**src/rtl/vec_mag_pkg.sv**
```systemverilog
// rtl/vec_mag_pkg.sv - shared state type and width helpers for vec_mag_seq
// Widths are derived from the operand width W so every file agrees on them.
package vec_mag_pkg;

  typedef enum logic [1:0] {
    IDLE = 2'd0,
    ROOT = 2'd1,
    DONE = 2'd2
  } state_e;

  function automatic int out_w_f(input int w);
    return w + 1;
  endfunction

  function automatic int sum_w_f(input int w);
    return 2 * w + 2;
  endfunction

  function automatic int rem_w_f(input int w);
    return w + 2;
  endfunction

  // One spare bit over the final remainder covers the pre-subtract partial value.
  function automatic int acc_w_f(input int w);
    return w + 3;
  endfunction

endpackage

```
**src/rtl/vec_mag_seq_if.sv**
```systemverilog
// rtl/vec_mag_seq_if.sv - operand/result handshake bundle for vec_mag_seq
// The slave modport is the unit side; master is the producer/consumer side.
interface vec_mag_seq_if #(
  parameter int W = 8
);
  import vec_mag_pkg::*;

  localparam int OUT_W = out_w_f(W);
  localparam int REM_W = rem_w_f(W);

  logic             in_valid;
  logic             in_ready;
  logic [W-1:0]     x_in;
  logic [W-1:0]     y_in;
  logic             out_valid;
  logic             out_ready;
  logic [OUT_W-1:0] root_out;
  logic [REM_W-1:0] rem_out;

  modport master (
    output in_valid, x_in, y_in, out_ready,
    input  in_ready, out_valid, root_out, rem_out
  );

  modport slave (
    input  in_valid, x_in, y_in, out_ready,
    output in_ready, out_valid, root_out, rem_out
  );

endinterface

```
**src/rtl/vec_mag_seq_isqrt_step.sv**
```systemverilog
// rtl/vec_mag_seq_isqrt_step.sv - one combinational digit-by-digit square-root iteration
// Consumes one base-4 digit of the radicand and yields one root bit.
module isqrt_step #(
  parameter int W = 8
) (
  input  logic [W+2:0] rem_i,
  input  logic [W:0]   root_i,
  input  logic [1:0]   digit_i,
  output logic [W+2:0] rem_next_o,
  output logic [W:0]   root_next_o
);

  localparam int EXT_W = W + 5;

  logic [EXT_W-1:0] rem_sh;
  logic [EXT_W-1:0] trial;
  logic [EXT_W-1:0] diff;
  logic             take;

  assign rem_sh = {rem_i, digit_i};
  assign trial  = {2'b00, root_i, 2'b01};
  assign diff   = rem_sh - trial;
  assign take   = (rem_sh >= trial);

  // The kept remainder is bounded by twice the new root, so it always fits W+3 bits.
  assign rem_next_o  = (W + 3)'(take ? diff : rem_sh);
  assign root_next_o = (root_i << 1) | {{W{1'b0}}, take};

endmodule

```
**src/rtl/vec_mag_seq.sv**
```systemverilog
// rtl/vec_mag_seq.sv - sequential floor(sqrt(x^2+y^2)) with remainder, one root bit per cycle
// Optional VEC_MAG_ROUND_EN rounds the reported root half-up to nearest.
module vec_mag_seq
  import vec_mag_pkg::*;
#(
  parameter int W = 8
) (
  input  logic         clk,
  input  logic         rst_n,
  input  logic         ena,
  vec_mag_seq_if.slave bus,
  output logic         busy
);

  localparam int OUT_W = out_w_f(W);
  localparam int SUM_W = sum_w_f(W);
  localparam int REM_W = rem_w_f(W);
  localparam int ACC_W = acc_w_f(W);
  localparam int K_W   = $clog2(OUT_W);

  state_e           state_q;
  logic [SUM_W-1:0] sum_q;
  logic [SUM_W-1:0] sum_d;
  logic [ACC_W-1:0] rem_q;
  logic [ACC_W-1:0] rem_d;
  logic [OUT_W-1:0] root_q;
  logic [OUT_W-1:0] root_d;
  logic [K_W-1:0]   k_q;
  logic             out_valid_q;
  logic [OUT_W-1:0] root_out_q;
  logic [OUT_W-1:0] root_res;
  logic [REM_W-1:0] rem_out_q;
  logic [1:0]       digit;

  assign sum_d = SUM_W'(bus.x_in) * SUM_W'(bus.x_in)
               + SUM_W'(bus.y_in) * SUM_W'(bus.y_in);

  // Radicand digits are consumed MSB pair first as k counts down.
  assign digit = 2'(sum_q >> {k_q, 1'b0});

  isqrt_step #(.W(W)) u_step (
    .rem_i       (rem_q),
    .root_i      (root_q),
    .digit_i     (digit),
    .rem_next_o  (rem_d),
    .root_next_o (root_d)
  );

`ifdef VEC_MAG_ROUND_EN
  assign root_res = (rem_q > ACC_W'(root_q)) ? root_q + OUT_W'(1) : root_q;
`else
  assign root_res = root_q;
`endif

  always_ff @(posedge clk) begin
    if (!rst_n) begin
      state_q     <= IDLE;
      sum_q       <= '0;
      rem_q       <= '0;
      root_q      <= '0;
      k_q         <= '0;
      out_valid_q <= 1'b0;
      root_out_q  <= '0;
      rem_out_q   <= '0;
    end else if (ena) begin
      case (state_q)
        IDLE: begin
          if (bus.in_valid) begin
            sum_q   <= sum_d;
            rem_q   <= '0;
            root_q  <= '0;
            k_q     <= K_W'(OUT_W - 1);
            state_q <= ROOT;
          end
        end
        ROOT: begin
          rem_q  <= rem_d;
          root_q <= root_d;
          if (k_q == '0) begin
            state_q <= DONE;
          end else begin
            k_q <= k_q - K_W'(1);
          end
        end
        DONE: begin
          // First DONE cycle latches the result; later cycles wait for the consumer.
          if (!out_valid_q) begin
            out_valid_q <= 1'b1;
            root_out_q  <= root_res;
            rem_out_q   <= REM_W'(rem_q);
          end else if (bus.out_ready) begin
            out_valid_q <= 1'b0;
            state_q     <= IDLE;
          end
        end
        default: state_q <= IDLE;
      endcase
    end
  end

  assign bus.in_ready  = rst_n & ena & (state_q == IDLE);
  assign bus.out_valid = out_valid_q;
  assign bus.root_out  = root_out_q;
  assign bus.rem_out   = rem_out_q;
  assign busy          = (state_q != IDLE);

endmodule

```
**src/flat_wrapper.sv**
```systemverilog
// flat-port wrapper written by rule: the top's interface ports become plain ports
module vec_mag_seq_flat import vec_mag_pkg::*;
#(
  parameter int W = 8
)
  (clk, rst_n, ena, busy, bus_in_valid, bus_x_in, bus_y_in, bus_out_ready, bus_in_ready, bus_out_valid, bus_root_out, bus_rem_out);
  vec_mag_seq_if #(.W(W)) bus_i ();
  input  logic clk;
  input  logic rst_n;
  input  logic ena;
  output logic busy;
  input wire logic [$bits(bus_i.in_valid)-1:0] bus_in_valid;
  input wire logic [$bits(bus_i.x_in)-1:0] bus_x_in;
  input wire logic [$bits(bus_i.y_in)-1:0] bus_y_in;
  input wire logic [$bits(bus_i.out_ready)-1:0] bus_out_ready;
  output wire logic [$bits(bus_i.in_ready)-1:0] bus_in_ready;
  output wire logic [$bits(bus_i.out_valid)-1:0] bus_out_valid;
  output wire logic [$bits(bus_i.root_out)-1:0] bus_root_out;
  output wire logic [$bits(bus_i.rem_out)-1:0] bus_rem_out;
  assign bus_i.in_valid = bus_in_valid;
  assign bus_i.x_in = bus_x_in;
  assign bus_i.y_in = bus_y_in;
  assign bus_i.out_ready = bus_out_ready;
  assign bus_in_ready = bus_i.in_ready;
  assign bus_out_valid = bus_i.out_valid;
  assign bus_root_out = bus_i.root_out;
  assign bus_rem_out = bus_i.rem_out;
  vec_mag_seq #(.W(W)) u_core (.clk(clk), .rst_n(rst_n), .ena(ena), .bus(bus_i), .busy(busy));
endmodule
```
**config.mk**
```make
export PLATFORM = sky130hd
export DESIGN_NAME = vec_mag_seq_flat
export DESIGN_NICKNAME = d
export VERILOG_FILES = /design/src/rtl/vec_mag_pkg.sv /design/src/rtl/vec_mag_seq_if.sv /design/src/rtl/vec_mag_seq_isqrt_step.sv /design/src/rtl/vec_mag_seq.sv /design/src/flat_wrapper.sv
export SDC_FILE = /design/constraint.sdc
export NUM_CORES = 1
export LEC_CHECK = 0
export ABC_AREA = 1
export ABC_CLOCK_PERIOD_IN_PS = 6500
export CORE_MARGIN = 1.5
export CORE_UTILIZATION = 40
export CTS_BUF_LIST = sky130_fd_sc_hd__clkbuf_2
export DETAILED_ROUTE_END_ITERATION = 10
export PLACE_DENSITY = 0.69
export SLEW_MARGIN = 20
export SYNTH_ARGS = -nofsm -noshare
export SYNTH_HDL_FRONTEND = slang
export SYNTH_SLANG_ARGS = --single-unit
```
**constraint.sdc**
```tcl
create_clock -name clk -period 6.5 [get_ports clk]
set_input_delay 1.95 -clock clk [delete_from_list [all_inputs] [get_ports clk]]
set_output_delay 1.95 -clock clk [all_outputs]
set_load 0.05 [all_outputs]
```
# Yosys cells after proc, flatten, opt, wreduce, memory -nomap -nowiden
# Index checks and enable logic that the tools add are counted.
# totals
in_bits	21
ff_bits	64
out_inout_bits	22
elab_cells	51
# classes
mux	15
n_shift	1
bitwise	4
magnitude_cmp	1
reduce_logical	10
n_eq_ne	7
multipliers	2
add_sub_neg	3
# ops
operator	n
8-bit by 8-bit multiplier with 16-bit output	2
11-bit two-way mux	2
11-bit one-hot mux with 2 select lines	1
9-bit one-hot mux with 2 select lines	1
18-bit by 5-bit >> shifter with 2-bit output	1
16-bit by 16-bit adder with 17-bit output	1
13-bit by 11-bit greater-or-equal comparator with 1-bit output	1
11-bit subtractor	1
9-bit two-way mux	1
9-bit by 1-bit bitwise OR with 9-bit output	1
3-bit AND reduction	3
2-bit two-way mux	4
4-bit two-way mux	2
4-bit one-hot mux with 2 select lines	1
2-bit != test, second input constant	3
2-bit one-hot mux with 3 select lines	1
5-bit AND reduction	1
4-bit zero test	1
2-bit by 1-bit != test with 1-bit output, second input constant	2
4-bit AND reduction	1
2-bit nonzero test	2
4-bit by 1-bit subtractor with 4-bit output, second input constant	1
1-bit bitwise AND	2
2-bit by 1-bit == test with 1-bit output, second input constant	1
5 further kinds	6

# Logic depth before layout (Yosys ltp)
# Gate-level depths: netlist (run 1).
# logic_depth
ltp_word	4
depth_mapped	26
depth_no_buf	25

# By module
# A second synthesis (run 1) with hierarchy kept.
# unflattened
cells_unflattened	1016
area_unflattened_um2	7184.4
# modules_own_cells
module	cells_per_inst	area_each_um2	instances	seq_area_each_um2
vec_mag_seq	839	6284.8	1	1261.2
isqrt_step	177	899.6	1	0.0

# Worst setup path after synthesis (run 1)
# No wires, ideal clock.
# synth_path
path_kind	input -> register
startpoint	input bus_y_in[2]
endpoint	register u_core.sum_q[16]
required_time_ns	6.387
arrival_time_ns	6.751
path_stages	19
slack_ns	-0.364
n_path_buf	1
setup_ns	0.113
cell_sequence	clkbuf_1 -> nand2_1 -> fa_1 -> inv_1 -> fa_1 -> fa_1 -> fa_1 -> fa_1 -> inv_1 -> fa_1 -> inv_1 -> ha_1 -> a21o_1 -> nand3_1 -> nand4_1 -> a211oi_1 -> xor2_1 -> o21ai_1 -> inv_1
# synth_between
elab_chain_cells	2
# synth_rtl
element	line_no	text
from (decl)	flat_wrapper.sv:14	input wire logic [$bits(bus_i.y_in)-1:0] bus_y_in;
8-bit by 8-bit multiplier with 16-bit output	vec_mag_seq.sv:36	+ SUM_W'(bus.y_in) * SUM_W'(bus.y_in);
16-bit by 16-bit adder with 17-bit output	vec_mag_seq.sv:36	
to (signal assigned)	vec_mag_seq.sv:69	sum_q <= sum_d;
to (decl)	vec_mag_seq.sv:22	logic [SUM_W-1:0] sum_q;
# Every way passes these cells.
# A chain may end at the register's enable or synchronous reset.

# Worst setup path in the final report (run 1)
# layout_path
startpoint	input bus_x_in[0]
endpoint	register u_core.sum_q[16]
# layout_between
elab_chain_cells	2
# layout_rtl
element	line_no	text
from (decl)	flat_wrapper.sv:13	input wire logic [$bits(bus_i.x_in)-1:0] bus_x_in;
8-bit by 8-bit multiplier with 16-bit output	vec_mag_seq.sv:35	assign sum_d = SUM_W'(bus.x_in) * SUM_W'(bus.x_in)
16-bit by 16-bit adder with 17-bit output	vec_mag_seq.sv:36	
# Every way passes these cells.

==> qor.yml, run 1 <==
job:
  max_cap_violations: 0
worst_setup_path:
  slowest_delay_ps: 550
  rr_startpoint: "u_core.k_q[0]"
  cp-startpoint: "bus_x_in[0]"
  critPathBufInv: 5
  crit_path_start_kind: "input port"
  cpMostUsedCell: "fa_1"
  setup.worst_path.class: "input port to flop"
  path_max_fanout: 3
  crit_chain: "dlygate4sd2_1, nand2_1, inv_1, fa_1, fa_1, fa_1, fa_1, fa_1, inv_1, fa_1, inv_1, ha_4, a21oi_1, o21ai_2, nand2_1, nand4_1, a211oi_2, xor2_1, o21ai_1, inv_1"
  slowest_stage: "fa_1"
  crit_family: "adder cells"
  required_ps: 6910
  worst_setup_path_end_kind: "flop"
  cp.arrival_ps: 6710
timing:
  fmax_ghz: 0.159
  post-route-min-period_ps: 6300
  tightest_slew_ps: 794
  fin_ws_ps: 204
  period_share: 0.969
  setup_violations: 0
  finalSetupTns_ps: 0
  maxSlewHeadroom: 0.469
  drv_slew: 0
  hold_viol: 0
  finClkSkew_ps: 29.9
global_route:
  grt_pass1_wl_um: 25700
  grt.total_usage: 0.176
  antenna_found_initial: 0
  grt_max_degree: 38
  grt_overflow: 0
  grt_pass1_vias: 5777
routing:
  drt_pass1_iterations: 4
  wl_per_cell_um: 12.0
  final_antenna_net_count: 0
  vias: 5599
  drtIter0Drc: 265
  wirelength_um: 14400
  drc_errors: 0
  viasPerCell: 4.68
synth:
  synth_top_area_cell: "fa_1"
  synthCells: 884
  synth_edf_count: 0
  synthesis.nets: 1049
  synth_cell_types: 43
  ys_seq_area_frac: 0.186
  yosys_warnings: 0
  synth-seq-cells: 63
  netlist.area_leader.share: 0.224
  async_flop_share: 0
  syn_area_per_cell_um2: 7.68
  netlist_area_um2: 6790
  synth_area_leaders: "fa_1 (22%), dfxtp_1 (19%), ha_1 (13%)"
  ys.flop_type: "dfxtp_1"
pwr:
  p_seq_frac: 0.132
  swShare: 0.484
  vdd_drop_max_v: 0.000431
  clock_power_share: 0.055
  power.switching_mw: 1.65
  internal_power_mw: 1.76
  power.density_nw_per_um2: 429
  pwr-share-comb: 0.813
  total_power_mw: 3.41
  p_leak_nw: 4.10
layout:
  antenna_cells: 0
  finish.utilization: 0.479
  area_growth_pct: 17.1
  final_area_um2: 7950
  n_fill_cell: 1643
  drive_gt1_frac: 0.182
  layout_commonest_cell: "inv_1"
  nets: 1137
  final_cell_mix: "inv_1 (189), nand2_1 (157), fa_1 (73)"
clocking:
  clock_latency_ps: 490
  cts_buffer_depth: 2
  cts.sinks: 63
  cts_buffers: 9
  cts_setup_buffers: 0
  cts_tree: "built"
  cts.clk_slew.worst_paths_ps: 170
  cts_root_buf: "clkbuf_2"
  htree_levels: 3
die:
  pin_count: 43
  design.core.area_um2: 16600
  die_h_um: 133
  die-area_um2: 17800
  num_rows: 47
  die_x_um: 133
  initial_core_util: 0.410
run_status:
  status: "finished, final reports clean"
place:
  port_buffers: 42
  placed_cell_area_um2: 7930
  preCtsSetupSlack_ps: -774
  dp_hpwl_um: 11800
  place_congestion: 0.880
min_path:
  worstHoldStart: "u_core.sum_q[10]"
  holdCritPathClass: "flop to flop"
-- worst reg2reg max path, cell delays in order (launching register included) --
cell	delay (ps)
dfxtp_1	600
inv_4	130
nand2_1	90
nand3_1	60
nand2_1	90
nand2_1	90
nand3_4	110
ha_1	170
nand4_1	80
or4_1	670
nand3_2	400
nand2_1	150
nand2_1	80
nand2_1	60
a21oi_2	110
-- repair_timing --
item                                    4_1_cts  5_1_grt
cloned                                        0        0
hold buffers                                  0        0
endpoints found under the setup margin        8        7
pin swaps                                     2        8
resized for setup                            17       34
endpoints found under the hold margin         0        0
-- cells in the mapped netlist, types with 2 or more instances --
cell type    n
nand4_1     12
o21bai_1     4
or2_0        2
fa_1        76
buf_4        2
nand3_2     14
inv_2       10
a21oi_1     58
nand2_2     13
nor2_1      44
nand3_1     29
o21ai_1     14
dfxtp_1     63
a21o_1       3
inv_1      196
a21oi_2     10
xnor2_1      7
o22ai_1      3
o21ai_0     28
a211oi_1     2
nor3_1       5
xor2_1      12
clkbuf_1    26
buf_6        3
nand2_1    163
ha_1        68
-- worst paths after layout --
check | end | slack [ps] | cells past startpoint
max | u_core.sum_q[16] | 200 | 20
min reg2reg | u_core.sum_q[10] | 470 | 2
max reg2reg | u_core.rem_q[7] | 3570 | 14
min | u_core.sum_q[10] | 470 | 2
-- logic make-up after synthesis --
kind of cell	Yosys count	synth area share
xor+xnor	19	0.0245
compound gates	128	0.106
fa+ha+maj	144	0.349
flops	63	0.186
simple gates	290	0.195
buf+inv	240	0.140
-- metrics by stage --
| stage | cells | hold slack (ps) |
|---|---|---|
| 3_5_place_dp | 1181 | 450 |
| 3_3_place_gp | 1181 | 440 |
| 5_1_grt | 1197 | 513 |
| 4_1_cts | 1197 | 474 |
| 2_1_floorplan | 884 | 426 |
| 6_report | 1197 | 471 |
-- power by group through the flow --
stage	logic (mW)	clock network, mW	registers [mW]
detailed placement	2.77	0	0.460
CTS	2.78	0.194	0.451
floorplan	2.02	0	0.462
finish	2.77	0.187	0.451
global placement	2.72	0	0.459
global route	3.24	0.209	0.457
-- registers in the layout, indices dropped and copies added (netlist names) --
signal                cells
u_core.k_q                4
u_core.root_q             9
u_core.rem_q             11
u_core.bus.out_valid      1
u_core.bus.root_out       9
u_core.bus.rem_out       10
u_core.state_q            2
u_core.sum_q             17
-- routing by layer --
| layer | vias to the layer above | part of all wire | GRT usage |
|---|---|---|---|
| met5 | - | 0 | 0 |
| met4 | 0 | 0.011 | 0.0350 |
| met3 | 11 | 0.023 | 0.0251 |
| met2 | 51 | 0.49 | 0.311 |
| met1 | 2638 | 0.48 | 0.229 |
| li1 | 2899 | - | - |
-- layout make-up --
class | instances | area (um2) | area share
Clock inverter | 5 | 25.0 | 0.00315
Clock buffer | 11 | 55.1 | 0.00692
Multi-Input combinational cell | 581 | 4690 | 0.590
Inverter | 207 | 779 | 0.0980
Tap cell | 220 | 275 | 0.0346
Sequential cell | 63 | 1260 | 0.159
Timing Repair Buffer | 110 | 865 | 0.109
No activity file was read; power rests on OpenSTA's default activity.
==> inputs of run 2 (changes only) <==
--- a/config.mk
+++ b/config.mk
@@ -8,10 +8,10 @@
 export ABC_AREA = 1
 export ABC_CLOCK_PERIOD_IN_PS = 6500
 export CORE_MARGIN = 1.5
-export CORE_UTILIZATION = 40
+export CORE_UTILIZATION = 55
 export CTS_BUF_LIST = sky130_fd_sc_hd__clkbuf_2
 export DETAILED_ROUTE_END_ITERATION = 10
-export PLACE_DENSITY = 0.69
+export PLACE_DENSITY = 0.87
 export SLEW_MARGIN = 20
 export SYNTH_ARGS = -nofsm -noshare
 export SYNTH_HDL_FRONTEND = slang
==> qor.yml, run 2 (synthesized netlist as in run 1, its figures left out) <==
layout:
  nets: 1141  # +0.35%
  largest-register: "u_core.sum_q"
  finish.utilization: 0.668  # +0.189
  antenna_cells: 0  # unchanged
  multi_input_area_um2: 4800  # +2.3%
  seq_area_um2: 1260  # unchanged
  final-instance-count-excl-fill: 1128  # -5.8%
  final_area_um2: 8020  # +0.91%
  final_cell_mix: "inv_1 (183), nand2_1 (155), buf_4 (70)"
  layout_commonest_cell: "inv_1"
  drive_gt1_frac: 0.208  # +0.0258
  n_fill_cell: 912  # -44%
  largest_reg_flops: 17  # unchanged
  area_growth_pct: 18.1
place:
  dp.cells: 1108  # -6.2%
  place_congestion: 0.898  # +2.0%
  dp_hpwl_um: 12100  # +2.0%
  preCtsSetupSlack_ps: -812  # -38.2 ps
  port_buffers: 42  # unchanged
  placed_cell_area_um2: 7840  # -1.2%
pwr:
  vdd_drop_max_v: 0.000472  # +9.6%
  internal_power_mw: 1.88  # +7.1%
  pwr-share-comb: 0.830  # +0.017
  power.switching_mw: 1.88  # +14%
  p_seq_frac: 0.121  # -0.011
  swShare: 0.499  # +0.0147
  power.density_nw_per_um2: 469  # +9.2%
  p_leak_nw: 4.13  # +0.61%
  total_power_mw: 3.76  # +10%
  clock_power_share: 0.049  # -0.006
run_status:
  status: "finished, final reports clean"
worst_setup_path:
  rr_startpoint: "u_core.root_q[4]"
  crit_chain: "clkdlybuf4s15_1, nand2_1, fa_1, fa_1, inv_1, fa_1, fa_2, fa_1, inv_1, fa_1, inv_1, ha_4, buf_4, nand3_1, nand2_2, a21oi_2, o21ai_0, a21oi_1, o21ai_0, o21ai_0"
  crit_path_start_kind: "input port"
  cp.arrival_ps: 6840  # +130 ps
  required_ps: 6900  # about the same
  cpMostUsedCell: "fa_1"
  slowest_stage: "fa_1"
  worstRegToRegCells: 12  # -2
  worst_setup_path_end_kind: "flop"
  r2r_slack_ps: 3290  # -280 ps
  path_max_fanout: 4  # +1
  rr_endpoint: "u_core.rem_q[7]"
  crit_family: "adder cells"
  critPathBufInv: 5  # unchanged
  setup.worst_path.class: "input port to flop"
  slowest_delay_ps: 570  # +20 ps
job:
  max_cap_violations: 0  # unchanged
timing:
  finalSetupTns_ps: 0  # unchanged
  post-route-min-period_ps: 6440  # +147 ps
  maxSlewHeadroom: 0.326  # -0.143
  fin_ws_ps: 57.3  # -147 ps
  hold_viol: 0  # unchanged
  fmax_ghz: 0.155  # -2.3%
  finClkSkew_ps: 15.1  # -14.8 ps
  drv_slew: 0  # unchanged
  period_share: 0.991  # +0.0226
  setup_violations: 0  # unchanged
  fin_hold_ws_ps: 471  # -0.650 ps
  tightest_slew_ps: 1010  # +218 ps
min_path:
  whs_path_depth: 2  # unchanged
  holdCritPathClass: "flop to flop"
  worstHoldStart: "u_core.sum_q[10]"
  whs_endpoint: "u_core.sum_q[10]"
routing:
  final_antenna_net_count: 0  # unchanged
  wl_per_cell_um: 14.0  # +17%
  viasPerCell: 5.24  # +12%
  vias: 5911  # +5.6%
  drc_errors: 0  # unchanged
  drt_pass1_iterations: 5  # +1
  wirelength_um: 15800  # +10%
  drtIter0Drc: 334  # +26%
clocking:
  cts_root_buf: "clkbuf_2"
  clock_latency_ps: 500  # about the same
  htree_levels: 3  # unchanged
  cts_buffers: 9  # unchanged
  cts.sinks: 63  # unchanged
  cts_tree: "built"
  cts_buffer_depth: 2  # unchanged
  cts.clk_slew.worst_paths_ps: 160  # about the same
die:
  die_h_um: 114  # -14%
  pin_count: 43  # unchanged
  die_x_um: 114  # -14%
  design.core.area_um2: 12000  # -28%
  initial_core_util: 0.566  # +0.156
  die-area_um2: 13000  # -27%
  num_rows: 40  # -15%
global_route:
  grt_pass1_wl_um: 26900  # +4.6%
  antenna_found_initial: 0  # unchanged
  grt_max_degree: 38  # unchanged
  grt.total_usage: 0.255  # +0.0794
  grt_overflow: 0  # unchanged
  grt_pass1_vias: 6116  # +5.9%
run 2: cell type report:
class                   count  area share
clock inverters             6     0.00343
clock buffers              10     0.00624
well taps                 147      0.0229
repair buffers            114       0.115
inverters                 207      0.0971
multi-input cells         581       0.598
flip-flops and latches     63       0.157
run 2: repair_timing:
item                                    in CTS  in global routing
setup buffers                                4                  0
pin swaps                                   19                 17
endpoints found under the setup margin       9                 10
hold buffers                                 0                  0
gates resized for setup                     29                 54
run 2: worst max path at each step:
| stage | from | to | slack, ps | depth (start not counted) |
|---|---|---|---|---|
| 6_report | bus_x_in[0] | u_core.sum_q[13] | 60 | 20 |
| 5_1_grt | bus_x_in[2] | u_core.sum_q[13] | -120 | 20 |
| 4_1_cts | bus_x_in[2] | u_core.sum_q[14] | 20 | 21 |
| 3_5_place_dp | bus_x_in[1] | u_core.sum_q[14] | -810 | 22 |
| 3_3_place_gp | bus_x_in[3] | u_core.sum_q[16] | -680 | 20 |
| 2_1_floorplan | bus_x_in[1] | u_core.sum_q[14] | -20 | 23 |
run 2: routing by layer:
layer	wire length [um]	global-route usage	up-vias
met4	391	0.0667	0
met5	0	0	-
li1	-	-	2903
met1	6490	0.311	2795
met2	8180	0.467	173
met3	766	0.0439	40
run 2: power groups by stage:
stage | Clock [mW] | Combinational [mW] | Sequential [mW]
floorplan | 0 | 2.02 | 0.462
global placement | 0 | 2.69 | 0.459
detailed placement | 0 | 2.82 | 0.461
CTS | 0.190 | 2.87 | 0.453
global route | 0.207 | 3.51 | 0.458
finish | 0.186 | 3.12 | 0.454
run 2: worst register-to-register path, delay by kind of cell (launching register included):
family	cells	cell delay, ps
simple gates	7	1160
flops	1	410
compound gates	3	1080
fa+ha+maj	1	370
buf+inv	1	100
